[src/rtl/fifo_rd_drain.sv]
// ---------------------------------------------------------------------------
// fifo_rd_drain
//
// Read-side consumer for the dual-clock pointer FIFO. Everything here runs in
// the read clock domain (aclk).
//
// The block pops words from the FIFO while it is non-empty and waits out the
// fixed FIFO read latency. It then presents the words on a valid/ready
// output stream. Every pop reserves a slot in a small skid buffer before it
// is issued, so a word can never arrive to find the buffer full. Because of
// this, backpressure on m_ready never loses data.
//
// Parameters
//   DATA_WIDTH : width of fifo_rdata / m_data.
//   RD_LATENCY : cycles from a fifo_rd pulse until fifo_rdata holds that word
//                (legal range 1..4).
//   BUF_DEPTH  : derived localparam, RD_LATENCY+2 skid-buffer entries.
//
// Ports
//   aclk        in   read-domain clock, rising edge
//   aresetn     in   asynchronous active-low reset
//   drain_en    in   level: 1 = run, 0 = stop popping and finish in-flight
//   fifo_uflow  in   FIFO empty flag (1 = nothing to pop this cycle)
//   fifo_rd     out  pop strobe, one word per high cycle (combinational)
//   fifo_rdata  in   FIFO read data, valid RD_LATENCY cycles after the pop
//   m_valid     out  output word available
//   m_data      out  output word
//   m_ready     in   downstream accept
//   busy        out  FSM is not in IDLE
//   drain_cnt   out  [31:0] saturating transfer count (only with DRAIN_CNT_EN)
//
// Optional feature: define DRAIN_CNT_EN to add the drain_cnt output.
//
// Output handshake: a word transfers on every rising aclk edge where
// m_valid && m_ready. While m_valid is high and m_ready is low, m_data holds
// its value. m_valid never depends on m_ready, and m_ready is ignored while
// m_valid is low.
// ---------------------------------------------------------------------------
module fifo_rd_drain #(
  parameter int DATA_WIDTH = 8,
  parameter int RD_LATENCY = 1
) (
  input  logic                  aclk,
  input  logic                  aresetn,
  input  logic                  drain_en,
  input  logic                  fifo_uflow,
  output logic                  fifo_rd,
  input  logic [DATA_WIDTH-1:0] fifo_rdata,
  output logic                  m_valid,
  output logic [DATA_WIDTH-1:0] m_data,
  input  logic                  m_ready,
  output logic                  busy
`ifdef DRAIN_CNT_EN
  ,
  output logic [31:0]           drain_cnt
`endif
);

  localparam int BUF_DEPTH = RD_LATENCY + 2;
  localparam int OCC_W     = $clog2(BUF_DEPTH + 1);
  localparam int IDX_W     = $clog2(BUF_DEPTH);

  localparam logic [OCC_W:0]   DEPTH_SUM = (OCC_W + 1)'(BUF_DEPTH);
  localparam logic [IDX_W-1:0] LAST_IDX  = IDX_W'(BUF_DEPTH - 1);

  typedef enum logic [1:0] {
    IDLE = 2'd0,
    RUN  = 2'd1,
    STOP = 2'd2
  } state_t;

  state_t state;
  state_t state_nxt;

  // One tag bit per outstanding read cycle. The last stage marks the cycle
  // in which fifo_rdata holds a word that this block actually popped.
  logic [RD_LATENCY-1:0] tag;
  logic [OCC_W-1:0]      inflight;
  logic [OCC_W-1:0]      occ;
  logic [OCC_W:0]        credit_sum;
  logic                  credit_ok;

  logic [DATA_WIDTH-1:0] buf_mem [BUF_DEPTH];
  logic [IDX_W-1:0]      wr_idx;
  logic [IDX_W-1:0]      rd_idx;

  logic capture;
  logic accept;

  // -------------------------------------------------------------------------
  // Credit accounting: a pop is only allowed when the words already in
  // flight plus the words sitting in the buffer leave at least one free slot.
  // -------------------------------------------------------------------------
  always_comb begin
    inflight = '0;
    for (int i = 0; i < RD_LATENCY; i++) begin
      inflight = inflight + OCC_W'(tag[i]);
    end
  end

  assign credit_sum = {1'b0, inflight} + {1'b0, occ};
  assign credit_ok  = (credit_sum < DEPTH_SUM);

  assign fifo_rd = (state == RUN) && !fifo_uflow && credit_ok;

  assign capture = tag[RD_LATENCY-1];
  assign m_valid = (occ != '0);
  assign m_data  = buf_mem[rd_idx];
  assign accept  = m_valid && m_ready;

  assign busy = (state != IDLE);

  // -------------------------------------------------------------------------
  // FSM
  // -------------------------------------------------------------------------
  always_ff @(posedge aclk or negedge aresetn) begin
    if (!aresetn) begin
      state <= IDLE;
    end else begin
      state <= state_nxt;
    end
  end

  always_comb begin
    state_nxt = state;
    case (state)
      IDLE: begin
        if (drain_en) state_nxt = RUN;
      end
      RUN: begin
        if (!drain_en) state_nxt = STOP;
      end
      STOP: begin
        // Re-enabling takes priority over finishing the drain.
        if (drain_en) begin
          state_nxt = RUN;
        end else if ((inflight == '0) && (occ == '0)) begin
          state_nxt = IDLE;
        end
      end
      default: state_nxt = IDLE;
    endcase
  end

  // -------------------------------------------------------------------------
  // In-flight tag pipeline
  // -------------------------------------------------------------------------
  always_ff @(posedge aclk or negedge aresetn) begin
    if (!aresetn) begin
      tag <= '0;
    end else begin
      tag[0] <= fifo_rd;
      for (int i = 1; i < RD_LATENCY; i++) begin
        tag[i] <= tag[i-1];
      end
    end
  end

  // -------------------------------------------------------------------------
  // Skid buffer. The depth is generally not a power of two, so both indices
  // wrap explicitly. The contents are cleared on reset so that m_data reads
  // zero out of reset.
  // -------------------------------------------------------------------------
  always_ff @(posedge aclk or negedge aresetn) begin
    if (!aresetn) begin
      for (int i = 0; i < BUF_DEPTH; i++) begin
        buf_mem[i] <= '0;
      end
    end else if (capture) begin
      buf_mem[wr_idx] <= fifo_rdata;
    end
  end

  always_ff @(posedge aclk or negedge aresetn) begin
    if (!aresetn) begin
      wr_idx <= '0;
    end else if (capture) begin
      wr_idx <= (wr_idx == LAST_IDX) ? '0 : wr_idx + IDX_W'(1);
    end
  end

  always_ff @(posedge aclk or negedge aresetn) begin
    if (!aresetn) begin
      rd_idx <= '0;
    end else if (accept) begin
      rd_idx <= (rd_idx == LAST_IDX) ? '0 : rd_idx + IDX_W'(1);
    end
  end

  // If a capture and an accept happen in the same cycle, occupancy stays the
  // same while both indices advance.
  always_ff @(posedge aclk or negedge aresetn) begin
    if (!aresetn) begin
      occ <= '0;
    end else begin
      case ({capture, accept})
        2'b10:   occ <= occ + OCC_W'(1);
        2'b01:   occ <= occ - OCC_W'(1);
        default: occ <= occ;
      endcase
    end
  end

`ifdef DRAIN_CNT_EN
  // -------------------------------------------------------------------------
  // Saturating transfer counter. It is cleared only by reset and keeps
  // counting across drain_en toggles.
  // -------------------------------------------------------------------------
  always_ff @(posedge aclk or negedge aresetn) begin
    if (!aresetn) begin
      drain_cnt <= '0;
    end else if (accept && (drain_cnt != 32'hFFFF_FFFF)) begin
      drain_cnt <= drain_cnt + 32'd1;
    end
  end
`endif

endmodule
[config.mk]
export PLATFORM = sky130hd
export DESIGN_NAME = fifo_rd_drain
export DESIGN_NICKNAME = d
export VERILOG_FILES = /design/src/rtl/fifo_rd_drain.sv
export SDC_FILE = /design/constraint.sdc
export NUM_CORES = 1
export LEC_CHECK = 0
export ABC_AREA = 1
export BUFFER_PORTS_ARGS = -buffer_cell sky130_fd_sc_hd__buf_4
export CAP_MARGIN = 20
export CORE_AREA = 3 3 41 80
export DETAILED_ROUTE_END_ITERATION = 8
export DIE_AREA = 0 0 44 83
export PLACE_DENSITY = 0.75
export SLEW_MARGIN = 10
export SYNTH_ARGS = -nofsm -noshare
export SYNTH_HDL_FRONTEND = slang
export SYNTH_SLANG_ARGS = --single-unit
[constraint.sdc]
create_clock -name aclk -period 1.47 [get_ports aclk]
set_input_delay 0.294 -clock aclk [delete_from_list [all_inputs] [get_ports aclk]]
set_output_delay 0.294 -clock aclk [all_outputs]
set_load 0.01 [all_outputs]
==> impl_metrics.yaml <==
run:
  drv_cap: 0
detailed_routing:
  firstDrtPassIters: 4
  drtAntennaViolNets: 0
  routed_wl_um: 3500
  drtIter0Drc: 18
  drc: 0
  avgRoutedWirePerCell_um: 14.3
  vias_per_cell: 5.32
  vias: 1297
synthesis:
  yosys_warnings: 0
  syn_inst: 174
  synth-edff-count: 0
  async_flop_share_pct: 100
  synth_area_um2: 1470
  syn_avg_cell_area_um2: 8.43
  yosys-top-cells-area: "dfrtp_1 (56%), nand2_1 (16%), o21ai_1 (5.5%)"
  ys_top_cells_by_count: "nand2_1 (64), dfrtp_1 (33), inv_1 (21)"
  yosysSeqAreaShare_pct: 56.3
  synth_nets: 190
  synthFlopType: "dfrtp_1"
  synth-seq-cells: 33
  yosys.cell_count.top_type: "nand2_1"
  yosysUniqueCellTypes: 15
  synth_top_area_share_pct: 56.3
  yosysTopAreaCell: "dfrtp_1"
place:
  io_buffers: 23
  dp_hpwl_um: 2230
  dpl-instance-area_um2: 1700
  dpl_worst_slack_ns: -0.0659
  gp_congestion: 0.706
hold_path:
  min_from: "drain_en"
  hold_end: "state[0]$_DFFE_PN0P_"
  hold_path.class: "in -> reg"
  holdPathStages: 3
clock_tree:
  cts_max_level: 2
  cts.clk_slew.worst_paths_ns: 0.06
  cts_buffers: 5
  ctsLongestPathBuffers: 2
  clock-sinks: 33
  cts_tree: "built"
  cts_root_buf: "clkbuf_8"
  clock_latency_ns: 0.28
setup_path:
  end_kind: "output port"
  crit_chain: "ha_2, ha_4, nand2_2, and3_4, buf_6"
  cp_data_required_time_ns: 1.18
  slowest_stage: "dfrtp_1"
  critPathKind: "reg -> out"
  worst-path-stages: 5
  cp-start-kind: "flop"
  cp_slowest_stage_delay_ns: 0.38
  crit_family: "adder cells"
  arrival_ns: 1.45
  cp_max_fo: 2
  worst-path-buf-inv: 1
  regToRegStartpoint: "occ[0]$_DFFE_PN0P_"
  rrSetupSlack_ns: 0.08
  timing.rr.end: "occ[1]$_DFFE_PN0P_"
  ff2ff_path_depth: 10
floorplan:
  die_h_um: 83
  dieArea_um2: 3650
  die_x_um: 44
  row_count: 27
  ios: 24
  initial_core_util_pct: 52.9
  fp.coreArea_um2: 2770
timing:
  rsz0062_at_grt: "yes"
  fmax_mhz: 574
  tightest_slew_ns: 0.413
  fin_tns_setup_ns: -1.29
  timing.hold.ws_ns: 0.256
  setup_viol: 10
  relSlewSlack_pct: 72.5
  skew_ns: 0.00272
  timing.final.crit_share_pct: 118
  final-hold-violation-count: 0
  slew_viol_final: 0
  setup_slack_ns: -0.271
  period_minus_slack_ns: 1.74
finish:
  area_growth_pct: 38.2
  nets: 230
  nFillCells: 213
  n_antenna_cell: 0
  drive_gt1_share_pct: 37.2
  final_area_um2: 2030
  fin_util_pct: 73.2
grt:
  grt_pass1_wl_um: 5690
  antenna_found_initial: 0
  grt_util_all_layers_pct: 20.8
  grt_max_degree: 34
  grt_pass1_vias: 1354
  overflow: 0
power:
  ir_drop_mv: 1.33
  p_leak_nw: 1.07
  powerDensity_nw_per_um2: 2260
outcome:
  status: "finished, violations left"
  violations: "setup timing"
## worst max-delay path by stage
stage	to	slack, ns	startpoint
6_report	fifo_rd	-0.27	occ[0]$_DFFE_PN0P_
4_1_cts	fifo_rd	-0.27	capture$_DFF_PN0_
3_5_place_dp	occ[1]$_DFFE_PN0P_	-0.07	occ[0]$_DFFE_PN0P_
2_1_floorplan	fifo_rd	0.03	capture$_DFF_PN0_
3_3_place_gp	fifo_rd	-0.004	occ[0]$_DFFE_PN0P_
5_1_grt	fifo_rd	-0.32	occ[0]$_DFFE_PN0P_
## worst min-delay path, cell delays in order
cell	delay, ns
buf_4	0.10
inv_1	0.06
a21oi_1	0.04
## timing repair
action / 4_1_cts / 5_1_grt
hold endpoints to repair: 33 / 0
endpoints found under the setup margin: 11 / 11
resized for setup: 37 / 16
pin swaps: 16 / 7
buffers inserted: 3 / 4
hold buffers: 1 / 0
## flip-flops by register name, summed over array words and instances, names as in the netlist
signal   flops
wr_idx       2
rd_idx       2
occ          2
buf_mem     24
capture      1
state        2
## logic make-up (layout without fill, tap and decap cells)
group	count (synthesis)	in the layout	synth area share, %
compound gates	27	27	9.22
xor+xnor	1	1	0.597
fa+ha+maj	3	3	2.56
buf+inv	24	65	6.83
flops	33	33	56.3
simple gates	86	86	24.5
## layout make-up
| cell class | instances | area (µm²) | share of cell area, % |
|---|---|---|---|
| Multi-Input combinational cell | 117 | 683 | 33.7 |
| Inverter | 21 | 78.8 | 3.89 |
| Clock buffer | 8 | 80.1 | 3.95 |
| Sequential cell | 33 | 827 | 40.8 |
| Tap cell | 29 | 36.3 | 1.79 |
| Timing Repair Buffer | 36 | 322 | 15.9 |
## cell usage in the layout (no fill, tap or decap), drive strengths merged
cell / n
buf: 35
o21ai: 26
nand3: 13
nand2: 64
nand4: 1
nor2: 7
ha: 3
and3: 1
xnor2: 1
a21oi: 1
clkbuf: 8
dlygate4sd3: 1
inv: 21
dfrtp: 33
## routing by layer
layer / routed length, µm / global-route usage [%] / part of all wire, % / up-vias
met3: 153 / 6.07 / 4.4 / 13
met5: 0 / 0 / 0 / -
met4: 139 / 9.62 / 4.0 / 0
met1: 1240 / 20.5 / 35 / 623
li1: - / - / - / 628
met2: 1970 / 37.1 / 56 / 33
## power by group
part	total, mW	internal, mW	switching [mW]	leakage, nW
sequential	1.69	1.35	0.340	0.397
clock	0.642	0.336	0.306	0.0395
combinational	2.26	1.13	1.13	0.637
## through the flow
stage | power, mW | instances
2_1_floorplan | 2.53 | 174
3_3_place_gp | 3.17 | 229
3_5_place_dp | 3.29 | 229
4_1_cts | 4.39 | 241
5_1_grt | 4.91 | 244
6_report | 4.59 | 244
Power figures use the tool's default switching activity.
